==> src/rtl/pulse_monitor.sv <==
// pulse_monitor: tracks a repeating 12-phase pulse code sequence on signal_in,
// reports each phase's run length and latches the first sequence error.
module pulse_monitor #(
  parameter logic [31:0] TIMEOUT = 32'd1_000_000
) (
  input  logic        clk_in,
  input  logic        rst_n_in,
  input  logic [7:0]  signal_in,
  input  logic        enable,
  input  logic        clear,
  input  logic [3:0]  rd_idx,
  output logic        locked,
  output logic        dur_valid,
  output logic [31:0] dur_out,
  output logic [3:0]  dur_phase,
  output logic        seq_error,
  output logic [1:0]  err_code,
  output logic [15:0] seq_count,
  output logic [31:0] rd_dur
);
  typedef enum logic {IDLE, LOCKED} state_t;
  localparam logic [7:0] CODES [12] = '{8'h88, 8'h80, 8'h90, 8'h80, 8'h84, 8'h80,
                                        8'hA0, 8'h80, 8'h82, 8'h80, 8'h84, 8'h80};
  state_t      state, state_nxt;
  logic [7:0]  sig_q;
  logic [31:0] run_cnt;
  logic [3:0]  exp_idx, nxt_idx;
  logic [31:0] dur_mem [12];
  logic        edge_det, report, advance, wrap, err_mis, err_to, err_any;
  logic [1:0]  err_new;
  assign edge_det = signal_in != sig_q;
  assign nxt_idx  = exp_idx == 4'd11 ? 4'd0 : exp_idx + 4'd1;
  assign locked   = state == LOCKED;
  assign rd_dur   = rd_idx < 4'd12 ? dur_mem[rd_idx] : 32'd0;
  assign wrap     = advance && exp_idx == 4'd11;
  assign err_any  = err_mis || err_to;
  assign err_new  = err_mis ? 2'd1 : 2'd2;
  always_ff @(posedge clk_in or negedge rst_n_in) begin
    if (!rst_n_in) state <= IDLE;
    else state <= state_nxt;
  end
  // Locking needs a fresh edge into 8'h88; a held 8'h88 never relocks.
  always_comb begin
    state_nxt = state;
    report    = 1'b0;
    advance   = 1'b0;
    err_mis   = 1'b0;
    err_to    = 1'b0;
    if (!enable) state_nxt = IDLE;
    else if (state == IDLE) state_nxt = edge_det && signal_in == 8'h88 ? LOCKED : IDLE;
    else if (edge_det) begin
      report    = 1'b1;
      advance   = signal_in == CODES[nxt_idx];
      err_mis   = !advance;
      state_nxt = advance ? LOCKED : IDLE;
    end else if (run_cnt == TIMEOUT) begin
      err_to    = 1'b1;
      state_nxt = IDLE;
    end
  end
  always_ff @(posedge clk_in or negedge rst_n_in) begin
    if (!rst_n_in) begin
      sig_q     <= 8'h00;
      run_cnt   <= 32'd0;
      exp_idx   <= 4'd0;
      dur_valid <= 1'b0;
      dur_out   <= 32'd0;
      dur_phase <= 4'd0;
      seq_error <= 1'b0;
      err_code  <= 2'd0;
      seq_count <= 16'd0;
      for (int i = 0; i < 12; i++) dur_mem[i] <= 32'd0;
    end else begin
      sig_q     <= signal_in;
      run_cnt   <= edge_det ? 32'd1 : run_cnt == '1 ? run_cnt : run_cnt + 32'd1;
      dur_valid <= report;
      if (report) begin
        dur_out          <= run_cnt;
        dur_phase        <= exp_idx;
        dur_mem[exp_idx] <= run_cnt;
      end
      exp_idx <= state == IDLE ? 4'd0 : advance ? nxt_idx : exp_idx;
      // An error in the same cycle as clear overrides the clear of the flags.
      if (err_any) begin
        seq_error <= 1'b1;
        err_code  <= err_code == 2'd0 || clear ? err_new : err_code;
      end else if (clear) begin
        seq_error <= 1'b0;
        err_code  <= 2'd0;
      end
      seq_count <= clear ? 16'd0 : seq_count + {15'd0, wrap};
    end
  end
endmodule
==> config.mk <==
export PLATFORM = sky130hd
export DESIGN_NAME = pulse_monitor
export DESIGN_NICKNAME = d
export VERILOG_FILES = /design/src/rtl/pulse_monitor.sv
export SDC_FILE = /design/constraint.sdc
export NUM_CORES = 1
export LEC_CHECK = 0
export BUFFER_PORTS_ARGS = -buffer_cell sky130_fd_sc_hd__clkbuf_2
export CAP_MARGIN = 10
export CORE_MARGIN = 5
export CORE_UTILIZATION = 53
export DETAILED_ROUTE_END_ITERATION = 8
export GPL_TIMING_DRIVEN = 0
export PLACE_DENSITY = 0.7
export SYNTH_ARGS = -nofsm -noshare
export SYNTH_HDL_FRONTEND = slang
export SYNTH_SLANG_ARGS = --single-unit
==> constraint.sdc <==
create_clock -name clk_in -period 3.68 [get_ports clk_in]
set_input_delay 0 -clock clk_in [delete_from_list [all_inputs] [get_ports clk_in]]
set_output_delay 0 -clock clk_in [all_outputs]
set_load 0.01 [all_outputs]
# Yosys cells after proc, flatten, opt, wreduce, memory -nomap -nowiden
# Memory sizes are Yosys's and may differ from the RTL's.
# Index checks and enable logic that the tools add are counted.
# totals
ff_bits	485
romBits	128
input_bits	16
out_inout_bits	89
word_cells	92
n_memories	1
# classes
addsub	3
order_cmp	5
n_eq_ne	9
n_mux	40
bitwise_logic	3
n_reduce_logical	9
# memory_table
memory	depth	width	rd	rd_clocked_by_memory_dff	write_ports	line	rtl
(name not given)	16	8	1	0	0	53	advance = signal_in == CODES[nxt_idx];
# op_table
cell	n
384-bit bitwise mux	1
32-bit 2-to-1 mux	6
32-bit binary-select mux with 4-bit select	1
32-bit demux with 4-bit select	1
32-bit by 1-bit adder with 32-bit output, second input constant	1
32-bit by 20-bit equality test with 1-bit output, second input constant	1
32-bit equality test, second input constant	1
1-bit 2-to-1 mux	21
16-bit by 1-bit adder with 16-bit output	1
16-bit 2-to-1 mux	1
8-bit 2-to-1 mux	2
5-bit >= comparator, second input constant	3
4-bit inverter with 5-bit output	3
4-bit 2-to-1 mux	3
8-bit equality test	1
8-bit equality test, second input constant	1
2-bit 2-to-1 mux	4
8-bit inequality test	1
5-bit by 1-bit less-than comparator with 1-bit output, second input constant	1
4-bit by 1-bit adder with 4-bit output, second input constant	1
4-bit equality test, second input constant	1
4-bit less-than comparator, second input constant	1
2-bit by 1-bit inequality test with 1-bit output, second input constant	2
1-bit logical AND	3
other kinds (6)	7

# Longest topological paths before layout
# depth
depth_word	14
mapped_depth	15
ltp_nobuf	13

# Worst setup path after synthesis
# OpenSTA, ideal clock, no wires.
# synth_path
kind	register -> register
startpoint	register exp_idx[1]
endpoint	register seq_count[15]
setup_time_ns	0.132
t_arrival_ns	3.135
required_time_ns	3.548
setup_slack_ns	0.414
stages_incl_launch_ff	16
n_path_buf	2
period_less_slack_ns	3.266
path_cell_list	dfrtp_1 -> inv_1 -> ha_1 -> clkbuf_1 -> nor4bb_1 -> a41o_1 -> o31a_1 -> or2_1 -> nor4_1 -> ha_1 -> and3_1 -> clkbuf_1 -> and3_1 -> nand3_1 -> xor2_1 -> nor2_1
# synth_between
elab_chain_len	13
elab_cells_between_ends	14
classes_between	2 x add/sub; 2 x eq/ne; 7 x mux; 1 x bitwise; 1 x reduce/logical; 1 x memory
# synth_rtl
element	line	rtl
start, declared	27	logic [3:0] exp_idx, nxt_idx;
start signal, assigned	82	exp_idx <= state == IDLE ? 4'd0 : advance ? nxt_idx : exp_idx;
4-bit by 1-bit adder with 4-bit output or 4-bit equality test (tied branches)	32, 35	
4-bit 2-to-1 mux	32	assign nxt_idx = exp_idx == 4'd11 ? 4'd0 : exp_idx + 4'd1;
4-bit inverter with 5-bit output (not written as such)	53	
memory read 16 x 8 bit	n/a	
8-bit 2-to-1 mux (not written as such) (2 in a row)	53	
8-bit equality test	53	
1-bit 2-to-1 mux	51	else if (edge_det) begin
1-bit 2-to-1 mux	50	else if (state == IDLE) state_nxt = edge_det && signal_in == 8'h88 ? LOCKED : IDLE;
1-bit 2-to-1 mux	49	if (!enable) state_nxt = IDLE;
1-bit logical AND *	35	assign wrap = advance && exp_idx == 4'd11;
16-bit by 1-bit adder with 16-bit output *	91	seq_count <= clear ? 16'd0 : seq_count + {15'd0, wrap};
16-bit 2-to-1 mux *	91	
end signal, assigned	91	
end, declared	18	output logic [15:0] seq_count,
# Every way passes the cells marked *; elsewhere a longest branch is shown, timed or not. The select of a mux whose other input is x is not followed.
# A chain may end at the register's enable or synchronous reset.

# Worst setup path in the final report
# layout_path
startpoint	register sig_q[1]
endpoint	register seq_count[8]
# layout_between
elab_chain_len	7
# layout_rtl
element	line	rtl
start, declared	25	logic [7:0] sig_q;
start signal, assigned	74	sig_q <= signal_in;
8-bit inequality test	31	assign edge_det = signal_in != sig_q;
1-bit 2-to-1 mux	51	
1-bit 2-to-1 mux	50	
1-bit 2-to-1 mux	49	
1-bit logical AND	35	
16-bit by 1-bit adder with 16-bit output	91	
16-bit 2-to-1 mux	91	
# Every way passes these cells.

==> summary.txt <==
Final layout
  • Finished Core Util: 61.06%
  • Most frequent cells in the layout: 483 x sky130_fd_sc_hd__dfrtp_1, 342 x sky130_fd_sc_hd__mux2_2, 189 x sky130_fd_sc_hd__nand2_1
  • Fraction of layout instances using a drive strength above 1: 38.82%
  • Inserted Diodes: 0
  • Most common cell after layout, fill and taps aside: sky130_fd_sc_hd__dfrtp_1
  • Number of nets in the layout: 1859
  • Layout-stage area growth over the synthesis result: 13.88%

Timing
  • Post-route minimum period: between 3 and 4 ns
  • Minimum hold slack: approximately 0.0014 ns
  • Slew at the pin closest to its max-slew limit: about 1.1 ns
  • Final clock skew: 0.01331 ns
  • Portion of the clock cycle consumed by the worst path in the final layout: 92.80%
  • Total setup violations reported at the end of the flow: 0
  • Max Freq: 292.8 MHz
  • Setup TNS after final layout: 0 ns
  • Final slew viol count: 0
  • Fin. Hold Viols: 0
  • Slew HR: 26.21%
  • Unrepaired setup endpoints after global routing: no

Pwr
  • Reg power frac: 49.3%
  • Sw power: between 2 and 2.5 mW
  • Power per cell area: 422.8 nW/um2
  • Power share of the combinational group: 3.1%
  • Int Power: 8.477 mW
  • Share of power burned in the clock network: 47.6%
  • Static leakage: 12.54 nW
  • Switching share of power: 21.72%
  • Highest ir drop seen on vdd: 0.3712 mV

Critical path
  • Critical path data required time: 4.13 ns
  • Delay of the slowest cell on the worst path: 0.49 ns
  • Cell type of the slowest stage on the worst timing path: sky130_fd_sc_hd__nor4_1
  • Sort of element at the end of the critical path: flop
  • CP Class: reg2reg
  • Ordered cell list for the critical path: xor2_1 > nor4_1 > nand2_2 > nand3_2 > inv_2 > nand3_2 > buf_2 > nor4_4 > ha_1 > ha_1 > and2_2 > nand3_1 > xor2_1 > nor2_1
  • Critical Path AT: roughly 3.9 ns
  • Startpoint Class: flop
  • Crit path launch: sig_q[1]$_DFF_PN0_
  • Origin of the critical flop-to-flop path: sig_q[1]$_DFF_PN0_
  • Biggest fanout along the worst timing path: 10
  • Number of cells on the worst reg-to-reg path: 14

Global routing
  • Residual overflow from global routing: 0
  • Maximum number of pins on one net before global-route repair: roughly 120
  • Initial antenna violation count: 0
  • Number of global-route vias before repair: 15.04k
  • Total routing usage reported by global routing: 24.34%
  • Wire length of the first global-routing pass: 89040 um

Logic synthesis
  • Yosys top cell area share: 53.96%
  • Count of different cell masters after synthesis: 68
  • Cells after Synth: 1665
  • Cell Area, Synth: 22490 um2
  • Ys flop type: sky130_fd_sc_hd__dfrtp_1
  • Post-synthesis net count: 1691
  • Number of warnings reported in the yosys synthesis log: 0
  • Top cells by area in the synthesized netlist: sky130_fd_sc_hd__dfrtp_1 54%, sky130_fd_sc_hd__mux2_2 17%, sky130_fd_sc_hd__mux4_2 9.6%
  • Total of flip-flops plus latches after synthesis: 485
  • Sequential cell area fraction in the yosys report: 53.96%
  • Most area-hungry cell type in the Yosys netlist: sky130_fd_sc_hd__dfrtp_1
  • Mean instance size in the synthesized netlist: 13.51 um2
  • Post-synth ARST share: between 90% and 100%
  • Number of enable-type register cells in the synthesized netlist: 0

Floorplanning
  • Height of the die: 216.0 um
  • Area enclosed by the die boundary: around 47000 um2
  • Row Count: 75
  • Top Ports: 105
  • Initial Util: 53.62%
  • Core box area: 41950 um2
  • Die width: 216.0 um

Drt
  • Routed len/inst: 23.22 um
  • Vias per Instance: 5.907
  • Detailed-routing iteration count for the pre-antenna-repair pass: 6
  • # DRC: 0
  • Wire length after detailed routing: 55930 um
  • Post-route ant nets: 0
  • Total via count in the routed design: 14.23k
  • Drt first-iter violations: around 1k

Clock network
  • Deepest clock path buffer count: 3
  • CTS H-Tree Depth: 2
  • Clock insertion delay at the later pin of the skew report: 0.58 ns
  • Number of buffers created by CTS: 51
  • Root buffer cell: sky130_fd_sc_hd__clkbuf_16
  • Clock transition time at the flip-flop clock pins of the worst setup and hold paths: 0.06 ns
  • Clk sinks: 485
  • TritonCTS clock tree: yes

Hold path
  • Worst min-delay path class: in2async

Placement
  • Post-DP HPWL: 36820 um
  • Global placement routability congestion: 0.8253
  • Port buffer count: 102

Run status
  • Result of the run: finished clean

Job
  • Max cap viols: 0
-- final timing paths --
path                                            to  slack [ns]
max                         seq_count[8]$_DFF_PN0_        0.27
min                         seq_count[7]$_DFF_PN0_       0.001
max reg2reg                 seq_count[8]$_DFF_PN0_        0.27
min reg2reg                dur_out[15]$_DFFE_PN0P_        0.47
max in group asynchronous  dur_out[15]$_DFFE_PN0P_        2.17
min in group clk_in             sig_q[0]$_DFF_PN0_        0.12
-- metal layers --
metal	vias to the layer above	part of all wire, %	GRT usage, %	routed length (um)
met1	7486	44	35.15	24810
met5	-	0	0	0
met3	70	5.4	3.882	3037
met2	364	48	39.60	27040
li1	6309	-	-	-
met4	0	1.9	5.385	1048
-- final cells by class --
type                    count  area [um2]
plain buffers             142       728.2
inverters                  18       67.56
multi-input cells        1017        9564
clock inverters            11       80.08
well taps                 539       674.4
repair buffers            118       754.5
flip-flops and latches    485       12140
fillers                  3277       16330
clock buffers              79        1604
-- power by group through the flow --
stage                     registers, mW  logic (mW)  clock network [mW]
after detailed placement           5.44       0.333                   0
after floorplan                    5.44       0.129                   0
after global routing               5.34       0.369                5.47
after global placement             5.44       0.310                   0
after CTS                          5.34       0.342                5.23
final                              5.34       0.334                5.15
-- synth_stat cells, types with 5 or more instances --
master	n
sky130_fd_sc_hd__buf_2	32
sky130_fd_sc_hd__o21ai_0	74
sky130_fd_sc_hd__xnor2_1	15
sky130_fd_sc_hd__nand3_1	16
sky130_fd_sc_hd__a21oi_1	10
sky130_fd_sc_hd__nor2b_1	7
sky130_fd_sc_hd__nand3_4	6
sky130_fd_sc_hd__buf_1	14
sky130_fd_sc_hd__clkbuf_1	63
sky130_fd_sc_hd__inv_1	17
sky130_fd_sc_hd__and3_1	12
sky130_fd_sc_hd__nor4_1	12
sky130_fd_sc_hd__xor2_1	33
sky130_fd_sc_hd__mux2_2	342
sky130_fd_sc_hd__nand2_1	189
sky130_fd_sc_hd__mux4_2	96
sky130_fd_sc_hd__mux2_1	13
sky130_fd_sc_hd__nand4_1	13
sky130_fd_sc_hd__nor3_1	15
sky130_fd_sc_hd__nand3_2	5
sky130_fd_sc_hd__nor4b_1	7
sky130_fd_sc_hd__mux2i_1	34
sky130_fd_sc_hd__and4_1	6
sky130_fd_sc_hd__buf_4	30
sky130_fd_sc_hd__dfrtp_1	485
sky130_fd_sc_hd__ha_1	10
sky130_fd_sc_hd__nor2_1	47
sky130_fd_sc_hd__or3_1	7
-- what timing repair did --
action	CTS	global route
gates resized for setup	3	3
setup buffers	0	0
cloned	0	0
hold buffers	11	0
endpoints found under the setup margin	9	12
endpoints found under the hold margin	135	0
-- cell families after synthesis --
kind of cell               after synthesis  share of synthesized area [%]
muxes                                  485                          28.90
DFF                                    485                          53.96
and+or+nand+nor                        370                          8.445
buffers and inverters                  163                          3.588
AOI/OAI and AO/OA                      104                          2.676
xor gates and xnor gates                48                          1.869
adders and majority gates               10                         0.5563
-- registers in the layout (all words and copies together) (netlist names), 2 cells and up --
name,flops
run_cnt,32
err_code,2
exp_idx,4
dur_out,32
dur_mem,384
sig_q,8
dur_phase,4
seq_count,16
-- critical path, delay by kind of cell (launching register included) --
family        cells  cell delay (ns)
fa+ha+maj         2             0.39
flops             1             0.37
xor+xnor          2             0.36
buf+inv           2             0.45
simple gates      8             1.72
-- stage by stage --
stage                     power (mW)  area [um2]  cells  setup slack, ns
after global routing           11.18       25610   2409          0.05593
after detailed placement       5.772       23790   2310          -0.1485
after CTS                      10.92       25600   2411          0.04050
final                          10.83       25610   2409           0.2650
after global placement         5.754       23680   2306           -8.224
after floorplan                5.569       22490   1665           0.4136
Power figures use the tool's default switching activity.
